--- src/rtl/updown_counter_ctrl.sv ---
// Sequencing controller for the up/down counter: owns count, run/pause/idle state,
// direction, next-value select, terminal-count pulse and lap counter.
module updown_counter_ctrl #(
  parameter int WIDTH = 5,
  parameter int MAXV  = 30
) (
  input  logic             clk,
  input  logic             rst_n,
  input  logic             start,
  input  logic             stop,
  input  logic             load,
  input  logic [WIDTH-1:0] load_val,
  input  logic             dir_in,
  input  logic             auto_rev,
  output logic [WIDTH-1:0] count,
  output logic             mode,
  output logic [1:0]       sel,
  output logic             tc,
  output logic [3:0]       laps,
  output logic             busy
);

  localparam logic [1:0] ST_IDLE  = 2'd0;
  localparam logic [1:0] ST_RUN   = 2'd1;
  localparam logic [1:0] ST_PAUSE = 2'd2;

  localparam logic [1:0] SEL_HOLD = 2'b00;
  localparam logic [1:0] SEL_STEP = 2'b01;
  localparam logic [1:0] SEL_TERM = 2'b10;

  localparam logic [WIDTH-1:0] MAX_V = WIDTH'(MAXV);
  localparam logic [WIDTH-1:0] ONE   = WIDTH'(1);

  logic [1:0]       state;
  logic [1:0]       state_nxt;
  logic             term;
  logic             run_step;
  logic [WIDTH-1:0] load_sat;
  logic [WIDTH-1:0] count_nxt;
  logic             mode_nxt;

  assign term     = (!mode && count == MAX_V) || (mode && count == '0);
  assign sel      = (state != ST_RUN) ? SEL_HOLD : (term ? SEL_TERM : SEL_STEP);
  assign busy     = (state == ST_RUN) || (state == ST_PAUSE);
  assign load_sat = (load_val > MAX_V) ? MAX_V : load_val;
  // stop in RUN suppresses the update at the same edge
  assign run_step = (state == ST_RUN) && !stop;

  always_comb begin
    state_nxt = state;
    unique case (state)
      ST_IDLE:  if (start) state_nxt = ST_RUN;
      ST_RUN:   if (stop) state_nxt = ST_PAUSE;
      ST_PAUSE: begin
        if (stop)       state_nxt = ST_IDLE;
        else if (start) state_nxt = ST_RUN;
      end
      default:  state_nxt = ST_IDLE;
    endcase
  end

  always_comb begin
    count_nxt = count;
    mode_nxt  = mode;
    if (run_step) begin
      if (!term) begin
        count_nxt = mode ? (count - ONE) : (count + ONE);
      end else if (auto_rev) begin
        mode_nxt  = !mode;
        count_nxt = mode ? ONE : (MAX_V - ONE);
      end else begin
        count_nxt = mode ? MAX_V : '0;
      end
    end else if (load && (state == ST_IDLE || state == ST_PAUSE)) begin
      count_nxt = load_sat;
    end
    if (state == ST_IDLE && start) mode_nxt = dir_in;
  end

  always_ff @(posedge clk or negedge rst_n) begin
    if (!rst_n) begin
      state <= ST_IDLE;
      count <= '0;
      mode  <= 1'b0;
      tc    <= 1'b0;
      laps  <= '0;
    end else begin
      state <= state_nxt;
      count <= count_nxt;
      mode  <= mode_nxt;
      tc    <= run_step && term;
      if (state == ST_IDLE && start) laps <= '0;
      else if (run_step && term && laps != 4'hF) laps <= laps + 4'd1;
    end
  end

endmodule

--- config.mk ---
export PLATFORM = sky130hd
export DESIGN_NAME = updown_counter_ctrl
export DESIGN_NICKNAME = d
export VERILOG_FILES = /design/src/rtl/updown_counter_ctrl.sv
export SDC_FILE = /design/constraint.sdc
export NUM_CORES = 1
export LEC_CHECK = 0
export CAP_MARGIN = 20
export CORE_ASPECT_RATIO = 0.9
export CORE_MARGIN = 5
export CORE_UTILIZATION = 47
export CTS_CLUSTER_DIAMETER = 120
export CTS_CLUSTER_SIZE = 40
export DETAILED_ROUTE_END_ITERATION = 6
export GPL_TIMING_DRIVEN = 0
export PLACE_DENSITY_LB_ADDON = 0.15
export SLEW_MARGIN = 20
export SYNTH_ARGS = -nofsm -noshare
export SYNTH_HDL_FRONTEND = slang
export SYNTH_SLANG_ARGS = --single-unit
--- constraint.sdc ---
create_clock -name clk -period 2.25 [get_ports clk]
set_input_delay 0.225 -clock clk [delete_from_list [all_inputs] [get_ports clk]]
set_output_delay 0.225 -clock clk [all_outputs]
set_load 0.02 [all_outputs]
# Word level (Yosys, flattened, before mapping)
# Cells that the tools add are included.
[classes]
n_addsub = 3
order_cmp = 1
n_eq_ne = 6
muxes = 20
n_reduce_logical = 20
[ops]
columns = ["operator", "n"]
rows = [
  ["5-bit two-way mux", 8],
  ["2-bit two-way mux", 5],
  ["2-bit nonzero test", 5],
  ["4-bit two-way mux", 2],
  ["1-bit logical AND", 7],
  ["2-bit case mux with 3 select lines", 1],
  ["5-bit by 1-bit adder with 5-bit output, second input constant", 1],
  ["5-bit equality test, second input constant", 1],
  ["5-bit greater-than comparator, second input constant", 1],
  ["5-bit logical NOT", 1],
  ["5-bit by 1-bit subtractor with 5-bit output, second input constant", 1],
  ["4-bit by 1-bit adder with 4-bit output, second input constant", 1],
  ["1-bit two-way mux", 4],
  ["4-bit != test, second input constant", 1],
  ["1-bit logical OR", 3],
  ["3-bit AND reduction", 1],
  ["2-bit by 1-bit equality test with 1-bit output, second input constant", 1],
  ["2-bit equality test, second input constant", 1],
  ["1-bit logical NOT", 2],
  ["2-bit logical NOT", 1],
  ["2-bit by 1-bit != test with 1-bit output, second input constant", 1],
  ["2-bit != test, second input constant", 1],
]
[word_totals]
reg_bits = 13
inputBits = 12
output_inout_bits = 14
word_cells = 55

# Longest topological paths before layout
# Gate-level depths: netlist (run 1).
[logic_depth]
ltp_word = 7
mapped_depth = 7

# Worst setup path after synthesis (run 1)
# No wires, ideal clock.
[synth_path]
kind = "flip-flop to flip-flop"
startpoint = "register mode"
endpoint = "register laps[3]"
arrival_ps = 1631
t_required_ps = 2173
setup_slack_ps = 542
stages_incl_launch_ff = 5
n_path_buf = 0
synth_period_minus_slack_ps = 1708
cell_sequence = "dfrtp_1 > nor3b_2 > a2bb2oi_2 > or4_1 > a21oi_1"
[synth_between]
elab_chain_cells = 6
elab_cells_between_ends = 7
cone_classes = "7 x reduce/logical"
[synth_rtl]
columns = ["element", "line", "rtl"]
rows = [
  ["start: declaration", "16", "output logic mode,"],
  ["start signal: assignment", "90", "mode <= mode_nxt;"],
  ["1-bit logical NOT", "42", "assign term = (!mode && count == MAX_V) || (mode && count == '0);"],
  ["1-bit logical AND", "42", ""],
  ["1-bit logical OR *", "42", ""],
  ["1-bit logical AND * (2 in a row)", "93", "else if (run_step && term && laps != 4'hF) laps <= laps + 4'd1;"],
  ["2-bit nonzero test (no source line) *", "-", ""],
  ["end signal: assignment", "93", ""],
  ["end: declaration", "19", "output logic [3:0] laps,"],
]
# Mark *: on every way between the ends. The rest lies on a longest branch, timed or not.
# A chain may end at the register's enable or synchronous reset.

# Worst setup path in the final report (run 1)
[layout_path]
startpoint = "register count[1]"
endpoint = "output port sel[1]"
[layout_between]
elab_chain_cells = 5
elab_cells_between_ends = 7
cone_classes = "1 x eq/ne; 2 x mux; 4 x reduce/logical"
[layout_rtl]
columns = ["element", "line", "rtl"]
rows = [
  ["start: declaration", "15", "output logic [WIDTH-1:0] count,"],
  ["start signal: assignment", "89", "count <= count_nxt;"],
  ["5-bit equality test / 5-bit logical NOT (equally long branches)", "42", ""],
  ["1-bit logical AND", "42", ""],
  ["1-bit logical OR *", "42", ""],
  ["2-bit two-way mux * (2 in a row)", "43", "assign sel = (state != ST_RUN) ? SEL_HOLD : (term ? SEL_TERM : SEL_STEP);"],
  ["end: declaration", "17", "output logic [1:0] sel,"],
]
# Marked as above.

==> summary.md, run 1 <==
| Metric | Value |
|---|---|
| Setup_tns | 0 ns |
| CP arrival | between 1.5 and 2 ns |
| Startpoint Class | flip-flop |
| Fin. Hold Viols | 0 |
| Layout Utilization | 66.0% |
| Drt wl/cell | between 10 and 15 um |
| Crit end category | output pin |
| Die H | 52.7 um |
| Hpwl dp | roughly 1.9 mm |
| Fillers | 153 |
| Syn Nets | 125 |
| TritonRoute pass-1 iters | 4 |
| Synth area leader | dfrtp_1 |
| Placed Instances | ~150 |
| Vias per cell | about 5.7 |
| Worst Hold Class | in2async |
| DR vias | 896 |
| Reg clk slew, reported paths | around 0.080 ns |
| Crit path max fanout | 10 |
| Final setup violating endpoints | 0 |
| Commonest non-fill, non-tap cell in the layout | clkdlybuf4s50_1 |
| Site Rows | 15 |
| Clk buf depth | 2 |
| Worst stage delay on the critical path | around 0.47 ns |
| Synth warn | 0 |
| Most frequent cells in the layout | 23 x clkdlybuf4s50_1, 11 x dfrtp_1, 9 x nor2_1, 9 x ha_1, 8 x nand2_1 |
| Cells after Synth | around 100 |
| P&R area growth vs syn | 33.9% |
| CTS tree | built |
| Cell Area, Synth | about 950 um2 |
| Critical path's slowest cell | dfrtp_1 |
| Final worst setup slack | between 0.15 and 0.2 ns |
| Synth top area cells | dfrtp_1 34%, ha_1 12%, a21oi_1 3.7% |
| Synthesized area per cell | ~9.2 um2 |
| Cell variety after synth | 40 |
| Area of the die | 3030 um2 |
| Dpl ws | about 0.056 ns |
| Yosys top cell area share | between 30% and 40% |
| Peak VDD IR | about 760 uV |
| RePlAce Congestion | 0.779 |
| DRC violations left | 0 |
| Initial DRC count | 13 |
| Chip width | ~57 um |
| Fraction of layout cells with a size suffix above 1 | 9.77% |
| Unrepaired setup endpoints after global routing | false |
| Register area | around 330 um2 |
| Initial Utilization | a little under 50% |
| Worst Setup Path Type | reg2out |
| H-Tree Depth | 1 |
| Flops & latches, synth | 13 |
| Global route overflow | 0 |
| Initial antenna violation count | 0 |
| Total track usage | 17.7% |
| Post-route insts no fill | ~160 |
| Minimum clock period | about 2 ns |
| Largest net degree at the start of global routing | 14 |
| Overall Power | between 1.5 and 2 mW |
| Port Buffer Count | 25 |
| Status | complete, no violations |
| Final number of max-transition violations | 0 |
| Total CTS buffers | 3 |
| Clock Latency Late Sink | approximately 0.28 ns |
| N_diodes | 0 |
| Worst Tran Pin Value | roughly 0.64 ns |
| Max cap viols | 0 |
| Area of the multi-input gates | a little over 600 um2 |
| Hold Buf Count CTS | 0 |
| Pwr dens | about 1300 nW/um2 |
| First-pass GRT wire length | just over 4 mm |
| Core ar. | a little under 2000 um2 |
| Setup Skew | 0.00206 ns |
| Vias in the first global route | ~870 |
| Leak Pwr | ~0.54 nW |
| Critical path cell sequence | nand4_1 -> a2bb2oi_2 -> buf_4 -> nor2_1 -> dlygate4sd2_1 |
| Root Buffer | clkbuf_4 |
| CP Data Required Time | 2.03 ns |
| Max transition margin | ~57% |
| Fin crit share | about 91% |
| Clock sink total | 13 |
| Drt total wl | between 2 and 2.5 mm |
| Io pins | 26 |
| Antenna viol nets, final | 0 |
| Nets | 156 |
| Sequential-to-total area share from yosys stat | about a third |
| Max Fclk | roughly 0.5 GHz |
## metal layers
metal	up-vias	share of wire (%)	GRT usage (%)
met2	17	46	27.8
met3	4	4.3	3.69
met4	0	1.2	5.79
met1	434	49	24.0
li1	441	-	-
met5	-	0	0
## flip-flops by register name, indices dropped and copies added, names as in the netlist
register  count
count         5
laps          4
state         2
mode          1
tc            1
## final cells by class
class	instances	share of cell area [%]
timing repair buffer	26	20.0
inverter	4	1.18
clock buffer	4	2.06
buffer	3	1.18
sequential	13	25.7
tap	25	2.45
multi-input combinational	83	47.4
## worst paths after layout
path                       startpoint  slack [ns]  endpoint  depth (start not counted)
setup / recovery             count[1]        0.20    sel[1]                          5
hold / removal                  rst_n        0.34   laps[2]                          1
setup reg to reg             state[1]        0.28   laps[0]                          7
hold reg to reg              state[1]        0.60  state[1]                          2
max in group asynchronous       rst_n        1.46      mode                          1
min in group clk               dir_in        0.52      mode                          3
## synth_stat cells
library cell / count
o21bai_1: 1
or2_1: 1
a31oi_1: 3
a2bb2o_1: 1
o22ai_1: 1
mux2_2: 2
nor4_1: 1
fa_1: 1
a2bb2oi_2: 1
clkbuf_1: 2
a221oi_1: 1
o21ai_0: 3
ha_1: 9
o21a_1: 1
nand2b_1: 1
nor3_1: 3
or4_1: 2
a311oi_1: 1
a21oi_1: 7
nor3b_2: 1
o21ai_2: 1
a21o_1: 2
nor2_1: 9
a211oi_1: 1
and2_1: 1
o31ai_1: 3
a2bb2oi_1: 1
nand3_1: 2
a22oi_1: 1
mux2i_1: 2
nand2_1: 8
buf_2: 1
o211ai_1: 1
nor2b_1: 2
inv_1: 4
nand4_1: 2
xnor2_1: 2
dfrtp_1: 13
or3_1: 2
xor2_1: 2
## logic make-up (layout without fill, tap and decap cells)
group,after synthesis,in the layout,synth area share (%)
adder cells (fa/ha/maj),10,10,13.9
buffers and inverters,7,37,2.89
XOR/XNOR,4,4,3.68
multiplexers,4,4,4.47
AND/OR/NAND/NOR,35,35,18.8
flip-flops,13,13,34.2
AO/OA/AOI/OAI,30,30,22.1
## power by group
part           internal [mW]  switching (mW)  total, mW  leakage (nW)
Combinational          0.530           0.569       1.10         0.358
Clock                 0.0687          0.0804      0.149        0.0150
Sequential             0.316           0.125      0.441         0.162
Total                  0.914           0.774       1.69         0.535
## worst max-delay path: cells and delay by family, from the launching register on
kind                   cells  cell delay (ns)
buffers and inverters      2             0.55
flip-flops                 1             0.47
AO/OA/AOI/OAI              1             0.30
AND/OR/NAND/NOR            2             0.23
## timing repair
action | CTS | global route
setup buffers | 1 | 0
endpoints found under the hold margin | 0 | 0
endpoints found under the setup margin | 2 | 0
gates resized for setup | 6 | 0
## through the flow
step	instance area (um2)	hold slack (ns)
after floorplan	952	-0.0706
after global placement	1230	0.584
after detailed placement	1230	0.596
after CTS	1270	0.338
after global routing	1270	0.376
final	1270	0.339
Power figures use the tool's default switching activity.
==> run 2, diff against run 1 <==
--- a/config.mk
+++ b/config.mk
@@ -5,9 +5,10 @@
 export SDC_FILE = /design/constraint.sdc
 export NUM_CORES = 1
 export LEC_CHECK = 0
+export ABC_CLOCK_PERIOD_IN_PS = 2250
 export CAP_MARGIN = 20
-export CORE_ASPECT_RATIO = 0.9
-export CORE_MARGIN = 5
+export CORE_ASPECT_RATIO = 1.25
+export CORE_MARGIN = 4
 export CORE_UTILIZATION = 47
 export CTS_CLUSTER_DIAMETER = 120
 export CTS_CLUSTER_SIZE = 40
==> summary.md, run 2 (synthesis results as in run 1) <==
| Metric | Value |
|---|---|
| Status | complete, no violations |
| Reg clk slew, reported paths | 0.09 ns (about the same) |
| Hpwl dp | 1.81 mm (-2.1%) |
| Fin crit share | 92.9% (+1.6 points) |
| Site Rows | 17 (+2) |
| Chip width | 48.3 um (-16%) |
| CTS tree | built |
| Port Buffer Count | 25 (unchanged) |
| Startpoint Class | flip-flop |
| Unrepaired setup endpoints after global routing | false |
| Nets | 155 (-0.64%) |
| Max transition margin | 57.3% (+0.42 points) |
| Clk buf depth | 2 (unchanged) |
| Setup Skew | 0.00650 ns (+0.00444 ns) |
| Worst stage delay on the critical path | 0.48 ns (about the same) |
| Worst Hold Slack | 0.328 ns (-0.0108 ns) |
| Total track usage | 19.8% (+2.2 points) |
| Peak VDD IR | 887 uV (+17%) |
| Worst Setup Path Type | reg2out |
| Layout Utilization | 68.5% (+2.5 points) |
| Global route overflow | 0 (unchanged) |
| Overall Power | 1.69 mW (+0.26%) |
| DR vias | 912 (+1.8%) |
| DRC violations left | 0 (unchanged) |
| Leak Pwr | 0.535 nW (about the same) |
| Area of the die | 2810 um2 (-7.0%) |
| Crit-path leading delay family | buffers and inverters |
| Total CTS buffers | 3 (unchanged) |
| Clock Latency Late Sink | 0.28 ns (about the same) |
| Initial antenna violation count | 0 (unchanged) |
| Crit path max fanout | 10 (unchanged) |
| Max Fclk | 0.479 GHz (-1.7%) |
| Critical path buffers and inverters | 2 (unchanged) |
| Largest net degree at the start of global routing | 14 (unchanged) |
| H-Tree Depth | 1 (unchanged) |
| Clock sink total | 13 (unchanged) |
| Antenna viol nets, final | 0 (unchanged) |
| N_diodes | 0 (unchanged) |
| RePlAce Congestion | 0.858 (+10%) |
| Largest regs | count (5), laps (4), state (2) |
| Vias in the first global route | 919 (+5.9%) |
| CP Data Required Time | 2.03 ns (about the same) |
| Max reg flops | 5 (unchanged) |
| Max cap viols | 0 (unchanged) |
| Vias per cell | 6.04 (+6.5%) |
| Initial DRC count | 15 (+2) |
| Most frequent cells in the layout | 23 x clkdlybuf4s50_1, 12 x dfrtp_1, 9 x nor2_1, 9 x ha_1, 8 x nand2_1 |
| Core ar. | 1850 um2 (-4.3%) |
| Hold Buf Count CTS | 0 (unchanged) |
| CP arrival | 1.86 ns (+0.03 ns) |
| Worst Tran Pin Value | 0.638 ns (-0.00624 ns) |
| Setup_tns | 0 ns (unchanged) |
| Fillers | 154 (+0.65%) |
| Drt wl/cell | 15.4 um (+2.8%) |
| P&R area growth vs syn | 33.1% |
| Initial Utilization | 51.5% (+2.2 points) |
| Post-CTS Setup Bufs | 0 (-1) |
| Critical path's slowest cell | dfrtp_1 |
| Minimum clock period | 2.09 ns (+0.0350 ns) |
| Crit end category | output pin |
| TritonRoute pass-1 iters | 4 (unchanged) |
| Top reg by flops | count |
| Fraction of layout cells with a size suffix above 1 | 8.33% (-1.4 points) |
| Final setup violating endpoints | 0 (unchanged) |
| First-pass GRT wire length | 4.05 mm (-0.52%) |
| Io pins | 26 (unchanged) |
| Die H | 58.3 um (+11%) |
| Root Buffer | clkbuf_4 |
| Fin. Hold Viols | 0 (unchanged) |
| Critical path cell sequence | nand4_1 -> a2bb2oi_4 -> buf_2 -> nor2_1 -> dlygate4sd2_1 |
| Commonest non-fill, non-tap cell in the layout | clkdlybuf4s50_1 |
| Pwr dens | 1340 nW/um2 (+0.85%) |
| Final number of max-transition violations | 0 (unchanged) |
| Drt total wl | 2.33 mm (-1.8%) |
| Worst Hold Class | in2async |
[run 2: cell count changes in the layout (fill, tap and decap cells not counted), sizes merged]
cell	change
buf	-1
[run 2: per-layer routing]
| layer | wire, um | global-route usage (%) |
|---|---|---|
| met1 | 963 | 25.1 |
| met2 | 1170 | 31.9 |
| met3 | 133 | 3.06 |
| met4 | 58 | 8.85 |
| met5 | 0 | 0 |
[run 2: layout make-up]
class                      count  area [um2]  area share [%]
buffer                         3        12.5           0.987
multi-input combinational     83         616            48.6
sequential                    13         327            25.8
timing repair buffer          25         248            19.5
tap                           19        23.8            1.88
clock buffer                   4        26.3            2.07
inverter                       4        15.0            1.18
[run 2: timing repair]
item	in CTS	in global routing
gates resized for setup	4	1
pin swaps	0	0
setup endpoints to repair	2	1
[run 2: per-stage QoR]
stage               cell area [um2]  setup slack [ns]  std cells
floorplan                       952             0.542        103
global placement               1230             0.111        147
detailed placement             1230            0.0746        147
CTS                            1260             0.123        151
global route                   1270            0.0358        151
finish                         1270             0.160        151
[run 2: power breakdown]
| part | internal [mW] | switching (mW) | total (mW) |
|---|---|---|---|
| combinational | 0.528 | 0.556 | 1.08 |
| clock | 0.0688 | 0.0839 | 0.153 |
| sequential | 0.314 | 0.142 | 0.456 |
[run 2: path summary, 6_finish.rpt]
check / cells after the start / slack [ns] / end / start
setup / recovery: 5 / 0.16 / sel[1] / count[1]
hold / removal: 1 / 0.33 / state[1] / rst_n
setup reg to reg: 7 / 0.34 / laps[0] / state[1]
hold reg to reg: 2 / 0.61 / laps[0] / laps[0]
max in group asynchronous: 1 / 1.47 / mode / rst_n
min in group clk: 3 / 0.52 / mode / dir_in
[run 2: worst reg2reg max path: cells and delay by family, from the launching register on]
kind                     cells  cell delay (ns)
AND/OR/NAND/NOR              3             0.66
buffers and inverters        2             0.40
flip-flops                   1             0.42
adder cells (fa/ha/maj)      1             0.20
AO/OA/AOI/OAI                1             0.15
